`src/rtl/uart_pkg.sv`:
```
// Shared constants and types for the UART baud-rate generator.
// Holds the default divisor set, the minimum accepted divisor and the tick bundle type.
package uart_pkg;

    localparam int DEF_DIV_WIDTH   = 16;
    localparam int DEF_DEFAULT_DIV = 1302;
    localparam int DEF_OS_LOG2     = 4;

    // Smallest divisor that still leaves at least two clocks per oversample period.
    function automatic int min_div(input int os_log2);
        return 32'sd2 << os_log2;
    endfunction

    localparam int MIN_DIV = min_div(DEF_OS_LOG2);

    typedef struct packed {
        logic tx;
        logic rx_os;
        logic rx_bit;
    } baud_tick_t;

endpackage

```
`src/rtl/baud_div_counter.sv`:
```
// Modulo-N counter producing a registered one-cycle tick on each wrap to zero.
// o_wrap flags, one cycle early, that the coming edge performs a counted wrap.
module baud_div_counter #(
    parameter int WIDTH = 16
) (
    input  logic             clk,
    input  logic             reset,
    input  logic             i_enable,
    input  logic             i_clear,
    input  logic [WIDTH-1:0] i_period,
    output logic             o_wrap,
    output logic             o_tick
);

    logic [WIDTH-1:0] r_count;
    logic             r_tick;
    logic             w_last;

    // >= rather than == keeps the counter bounded if the period ever shrinks under it.
    assign w_last = (r_count >= (i_period - WIDTH'(1'b1)));
    assign o_wrap = i_enable && !i_clear && w_last;
    assign o_tick = r_tick;

    // Count state: disable and clear both park the counter at zero without a tick.
    always_ff @(posedge clk) begin
        if (!reset) begin
            r_count <= '0;
            r_tick  <= 1'b0;
        end else if (!i_enable || i_clear) begin
            r_count <= '0;
            r_tick  <= 1'b0;
        end else if (w_last) begin
            r_count <= '0;
            r_tick  <= 1'b1;
        end else begin
            r_count <= r_count + WIDTH'(1'b1);
            r_tick  <= 1'b0;
        end
    end

endmodule

```
`src/rtl/uart_baud_gen.sv`:
```
// Programmable UART baud generator: TX bit tick plus RX oversample/bit ticks.
// Divisor changes are staged in a shadow register and applied only on a TX wrap.
module uart_baud_gen
    import uart_pkg::*;
#(
    parameter int DIV_WIDTH   = DEF_DIV_WIDTH,
    parameter int DEFAULT_DIV = DEF_DEFAULT_DIV,
    parameter int OS_LOG2     = DEF_OS_LOG2
) (
    input  logic                 clk,
    input  logic                 reset,
    input  logic                 enable,
    input  logic                 div_load,
    input  logic [DIV_WIDTH-1:0] div_in,
    input  logic                 rx_resync,
    output logic                 tx_tick,
    output logic                 rx_os_tick,
    output logic                 rx_bit_tick,
    output logic [OS_LOG2-1:0]   rx_os_idx,
    output logic [DIV_WIDTH-1:0] div_active,
    output logic                 div_pending,
    output logic                 div_err
);

    localparam logic [DIV_WIDTH-1:0] RST_DIV   = DIV_WIDTH'(DEFAULT_DIV);
    localparam logic [DIV_WIDTH-1:0] MIN_DIV_W = DIV_WIDTH'(min_div(OS_LOG2));
    localparam logic [OS_LOG2-1:0]   IDX_MAX   = {OS_LOG2{1'b1}};

    logic [DIV_WIDTH-1:0] r_div_active;
    logic [DIV_WIDTH-1:0] r_rx_period;
    logic [DIV_WIDTH-1:0] r_shadow;
    logic                 r_pending;
    logic                 r_div_err;
    logic [OS_LOG2-1:0]   r_os_idx;
    logic                 r_bit_tick;

    logic       w_tx_wrap;
    logic       w_rx_wrap;
    logic       w_tx_tick;
    logic       w_rx_os_tick;
    logic       w_load_ok;
    logic       w_load_bad;
    logic       w_apply;
    logic       w_rx_clear;
    baud_tick_t w_ticks;

    assign w_load_bad = div_load && (div_in < MIN_DIV_W);
    assign w_load_ok  = div_load && !w_load_bad;
    // A stopped generator has no period to protect, so a pending value goes in at once.
    assign w_apply    = r_pending && (w_tx_wrap || !enable);
    assign w_rx_clear = rx_resync || w_apply;

    baud_div_counter #(.WIDTH(DIV_WIDTH)) u_tx_cnt (
        .clk      (clk),
        .reset    (reset),
        .i_enable (enable),
        .i_clear  (1'b0),
        .i_period (r_div_active),
        .o_wrap   (w_tx_wrap),
        .o_tick   (w_tx_tick)
    );

    baud_div_counter #(.WIDTH(DIV_WIDTH)) u_rx_cnt (
        .clk      (clk),
        .reset    (reset),
        .i_enable (enable),
        .i_clear  (w_rx_clear),
        .i_period (r_rx_period),
        .o_wrap   (w_rx_wrap),
        .o_tick   (w_rx_os_tick)
    );

    // Divisor shadow, apply and rejection flag; a coincident load lands after the apply.
    always_ff @(posedge clk) begin
        if (!reset) begin
            r_div_active <= RST_DIV;
            r_rx_period  <= RST_DIV >> OS_LOG2;
            r_shadow     <= RST_DIV;
            r_pending    <= 1'b0;
            r_div_err    <= 1'b0;
        end else begin
            r_div_err <= w_load_bad;
            if (w_apply) begin
                r_div_active <= r_shadow;
                r_rx_period  <= r_shadow >> OS_LOG2;
            end else begin
                r_div_active <= r_div_active;
                r_rx_period  <= r_rx_period;
            end
            if (w_load_ok) begin
                r_shadow  <= div_in;
                r_pending <= 1'b1;
            end else if (w_apply) begin
                r_pending <= 1'b0;
            end else begin
                r_pending <= r_pending;
            end
        end
    end

    // Oversample index follows the RX counter and restarts with it.
    always_ff @(posedge clk) begin
        if (!reset) begin
            r_os_idx   <= '0;
            r_bit_tick <= 1'b0;
        end else if (!enable || w_rx_clear) begin
            r_os_idx   <= '0;
            r_bit_tick <= 1'b0;
        end else if (w_rx_wrap) begin
            r_os_idx   <= r_os_idx + OS_LOG2'(1'b1);
            r_bit_tick <= (r_os_idx == IDX_MAX);
        end else begin
            r_bit_tick <= 1'b0;
        end
    end

    assign w_ticks     = '{tx: w_tx_tick, rx_os: w_rx_os_tick, rx_bit: r_bit_tick};
    assign tx_tick     = w_ticks.tx;
    assign rx_os_tick  = w_ticks.rx_os;
    assign rx_bit_tick = w_ticks.rx_bit;
    assign rx_os_idx   = r_os_idx;
    assign div_active  = r_div_active;
    assign div_pending = r_pending;
    assign div_err     = r_div_err;

endmodule

```
`config.mk`:
```
export PLATFORM = sky130hd
export DESIGN_NAME = uart_baud_gen
export DESIGN_NICKNAME = d
export VERILOG_FILES = /design/src/rtl/uart_pkg.sv /design/src/rtl/baud_div_counter.sv /design/src/rtl/uart_baud_gen.sv
export SDC_FILE = /design/constraint.sdc
export NUM_CORES = 1
export LEC_CHECK = 0
export BUFFER_PORTS_ARGS = -buffer_cell sky130_fd_sc_hd__buf_2
export CORE_ASPECT_RATIO = 0.5
export CORE_MARGIN = 5
export CORE_UTILIZATION = 50
export CTS_BUF_LIST = sky130_fd_sc_hd__clkbuf_4
export DETAILED_ROUTE_END_ITERATION = 10
export GPL_TIMING_DRIVEN = 0
export MAX_ROUTING_LAYER = met4
export PLACE_DENSITY = 0.7
export SLEW_MARGIN = 20
export SYNTH_ARGS = -nofsm -noshare
export SYNTH_HDL_FRONTEND = slang
export SYNTH_SLANG_ARGS = --single-unit
```
`constraint.sdc`:
```
create_clock -name clk -period 6.9 [get_ports clk]
set_input_delay 1.035 -clock clk [delete_from_list [all_inputs] [get_ports clk]]
set_output_delay 1.035 -clock clk [all_outputs]
set_load 0.01 [all_outputs]
```
==> metrics list <==
- The flow ran to the end, and the final reports show no timing, DRC or antenna violations.
- The worst register-to-register path ends at rx_bit_tick.
- Gates resized during post-CTS repair numbered 0.
* Multiplexer fraction of the synthesized cell area: 3.27%
- Hold Fails Final Rpt: 0
* Post-synthesis sequential element count: 73
* Core Box Area: 7890 um^2
* GR Util met2: 29.4%
- Main combinational cell family by area after synthesis: simple AND/OR/NAND/NOR gates
- The critical path goes through inv_1, ha_1, nor3b_2, nand2_1, or3_1, or3_1, nor2_1, xnor2_1, ha_1, nand4_1, nor3_1, nor3b_2, nor3_1, o21ai_0, nor3_1.
- Based on the critical path, the design can be clocked at up to 0.226 GHz.
* DIE WIDTH: roughly 140 um
- Peak per-stage delay on the critical path: 800 ps
- The worst hold path was traced through 2 stages.
- In the final layout, the share of cells above drive strength 1 is 15.3%.
* Final Routed Wirelength: around 8500 um
- In the routed design, unresolved DRC markers number 0.
- Fill cells in the final layout number ~800.
- Summing the areas of all fa, ha and maj instances in the mapped netlist gives between 10% and 20% of the synthesized area.
- In this run, the number of DRC markers left after iteration 0 of detailed routing was 213.
* Minimum period implied by the final worst setup slack: about 4400 ps
* Actual transition at the worst max-transition pin: 978 ps
* Global router's overall resource usage: around a fifth
* Sequential-to-total area share from yosys stat: between 30 and 40%
- Dividing the detail-routed via count by the number of cells gives about 5.2.
- Clock tree synthesis found a total of 73 sinks.
- In this run the most used layer during global routing was met2.
- Antenna-violating nets left: 0
- Area of all placed cells without fillers: 4470 um^2
- After technology mapping, the gate count stands at 459.
- The H-tree was split into 3 levels.
* Y dimension of the die: 73.1 um
* Worst endpoint data arrival time: 4710 ps
- In this run the cell area measured after placement is around 4300 um^2.
- Maximum number of pins on one net before global-route repair: 16
- The cell that appears most often on the critical path is sky130_fd_sc_hd__nor3_1.
- Counting every net in the synthesized netlist gives 517.
- Hold Crit Class: flip-flop to flip-flop
- Post-Syn Area: 3980 um^2
* Critical R2R Launch: div_active[4]
* Total via count in the routed design: 3269
- Number of violations of the max-capacitance limit: 0
* Met3 usage: approximately 5.4%
- Leaving out fill and tap cells, the most frequent cell in the layout is sky130_fd_sc_hd__dfxtp_1.
* Largest voltage drop on the vdd net: ~0.14 mV
- Worst Path Buf+Inv: 1
* Worst path top cell family by delay: simple AND/OR/NAND/NOR gates
* Total CTS buffers: 9
* Top library cells by usage in the layout, fill and taps aside: sky130_fd_sc_hd__dfxtp_1 (73), sky130_fd_sc_hd__nor2_1 (62), sky130_fd_sc_hd__nand2_1 (58)
* Mean area per synthesized cell: roughly 8.7 um^2
* Flop2flop setup slack: 2480 ps
- Global-route wire length before repair: between 10000 and 15000 um
- Xor-xnor portion of the synthesized cell area: 11.2%
* Maximum number of buffers from clock root to sink: 2
- Compound-Gate Fraction of Synth Area: 10.3%
- The path with the worst hold slack has its endpoint at div_active[5].
* Cell Rows: 23
- Count of warnings emitted by yosys: 0
- Of all nets on the critical path, the largest fanout is 6.
- Nature of the critical path endpoint: flip-flop
* Placer Congestion: 0.801
* Detailed-route wire length per cell: 13.5 um
* Setup repair after global routing missed its margin: no
- After legalization and detailed placement, the total HPWL measured 6630 um.
* Clock tree from TritonCTS: built
- Start point of the worst min-delay path: r_shadow[5]
* Max-slew violations: 0
* Simple-gate share of the synthesized area: 24.1%
- Initial core utilization: 50.4%
* Buffers on Ports: between 40 and 50
- The root buffer cell chosen for the clock tree is sky130_fd_sc_hd__clkbuf_4.
* Leak pwr: 1.81 nW
* Setup TNS: 0 ps
- Path depth of the worst reg2reg path: 15
- 46 I/O pins were placed.
- Data on the critical path is required at its endpoint by 7190 ps.
- Power density over cell area: 169 nW/um^2
- After clock tree synthesis, the clock-pin slew on the worst setup and hold paths is between 100 and 150 ps.
- Number of detailed-routing iterations run before antenna repair: 4
* DIE AREA: 9940 um^2
- Number of antenna violations at the first check in global routing: 1
* Worst Clk Skew: 18.6 ps
- The final layout contains between 500 and 600 nets.
- Worst-skew pair later-pin latency: 430 ps
- CTS hold repair buffers: 0
* Number of buffers inserted to repair setup after CTS: 0
* CP Launch Type: flip-flop
- The slowest stage of the critical path belongs to the cell sky130_fd_sc_hd__o21ai_0.
* Relative slew slack: roughly 34%
- Critical setup path kind: flip-flop to flip-flop
* Final Cycle Share: 64.1%
- GR Layer Usage met1: 25.6%
* Vias in the first global route: 3141
- Total congestion overflow after global routing: 0
- Library cells used by synthesis: 42
- Endpoints failing setup: 0
- The area growth from synthesis to layout is 12.3%.
-- synthesized netlist by cell type (all sizes together) --
library cell	instances	area (um^2)
dfxtp	73	1460
nor2	62	233
nand2	58	218
ha	37	463
nand3	37	185
xnor2	27	236
xor2	24	210
a21oi	18	90.1
o21ai	14	104
mux2i	13	130
inv	12	45.0
nor3	11	55.1
nand4	9	56.3
and3	8	50.1
clkbuf	8	30.0
nor3b	5	47.5
a31oi	4	25.0
buf	4	32.5
a211oi	3	22.5
and2	3	18.8
and4	3	26.3
nand2b	3	26.3
nor4	3	18.8
or3	3	18.8
a21o	2	15.0
a22oi	2	15.0
o21a	2	15.0
o41ai	2	36.3
a2111oi	1	27.5
a21bo	1	10.0
a22o	1	8.76
a31o	1	8.76
nor2b	1	6.26
o211ai	1	7.51
o22ai	1	6.26
o31a	1	8.76
o31ai	1	7.51
-- cells by family (layout without fill, tap and decap cells) --
group                      Yosys count  after routing
xor gates and xnor gates            51             51
DFF                                 73             73
AOI/OAI and AO/OA                   55             55
and+or+nand+nor                    206            206
buffers and inverters               24             83
other                                0              1
adders and majority gates           37             37
muxes                               13             13
-- sequential cells by signal, summed over array words and instances (netlist names), 4 cells and up --
name / flops
div_active: 16
r_shadow: 16
rx_os_idx: 4
u_rx_cnt.r_count: 16
u_tx_cnt.r_count: 16
-- metrics by stage --
| step | setup slack (ps) | std cells | hold slack (ps) | utilization [%] | power [mW] |
|---|---|---|---|---|---|
| floorplan | 3330 | 459 | 435 | - | 0.488 |
| global placement | 2540 | 614 | 443 | 54.9 | 0.508 |
| detailed placement | 2500 | 614 | 447 | 54.9 | 0.509 |
| CTS | 2470 | 630 | 465 | 56.6 | 0.765 |
| global route | 2020 | 631 | 482 | 56.6 | 0.795 |
| finish | 2480 | 631 | 468 | 56.6 | 0.755 |
-- how the worst max path moves through the flow --
stage,start,to,slack [ps],cells after the start
2_1_floorplan,div_active[4],div_active[9],3330,15
3_3_place_gp,div_active[4],rx_bit_tick,2540,15
3_5_place_dp,div_active[4],rx_bit_tick,2500,15
4_1_cts,div_active[4],rx_bit_tick,2470,15
5_1_grt,div_active[4],rx_bit_tick,2020,15
6_report,div_active[4],rx_bit_tick,2480,15
-- per-layer routing --
metal	wire, um	up-vias
li1	-	1710
met1	4280	1500
met2	3760	53
met3	387	6
met4	59	0
met5	0	-
-- area by class of cell --
type / instances / area [um^2] / share of cell area (%)
inverter: 12 / 45.0 / 1.01
tap: 112 / 140 / 3.14
buffer: 12 / 62.6 / 1.40
clock inverter: 7 / 63.8 / 1.43
clock buffer: 9 / 67.6 / 1.51
antenna: 1 / 2.50 / 0.0560
multi-input combinational: 362 / 2410 / 53.9
timing repair buffer: 43 / 215 / 4.82
sequential: 73 / 1460 / 32.7
-- worst reg2reg max path: stages, from the launching register on --
cell                      delay (ps)
sky130_fd_sc_hd__dfxtp_1         420
sky130_fd_sc_hd__inv_1           140
sky130_fd_sc_hd__ha_1            210
sky130_fd_sc_hd__nor3b_2         300
sky130_fd_sc_hd__nand2_1         150
sky130_fd_sc_hd__or3_1           390
sky130_fd_sc_hd__or3_1           390
sky130_fd_sc_hd__nor2_1          130
sky130_fd_sc_hd__xnor2_1          90
sky130_fd_sc_hd__ha_1            310
sky130_fd_sc_hd__nand4_1         130
sky130_fd_sc_hd__nor3_1          190
sky130_fd_sc_hd__nor3b_2         330
sky130_fd_sc_hd__nor3_1          130
sky130_fd_sc_hd__o21ai_0         800
sky130_fd_sc_hd__nor3_1          140
-- where the power goes --
part / internal [mW] / total (mW) / switching (mW)
Sequential: 0.430 / 0.439 / 0.00880
Combinational: 0.0257 / 0.0606 / 0.0349
Clock: 0.0811 / 0.255 / 0.174
Note: power is estimated with default switching activity, not from simulation.
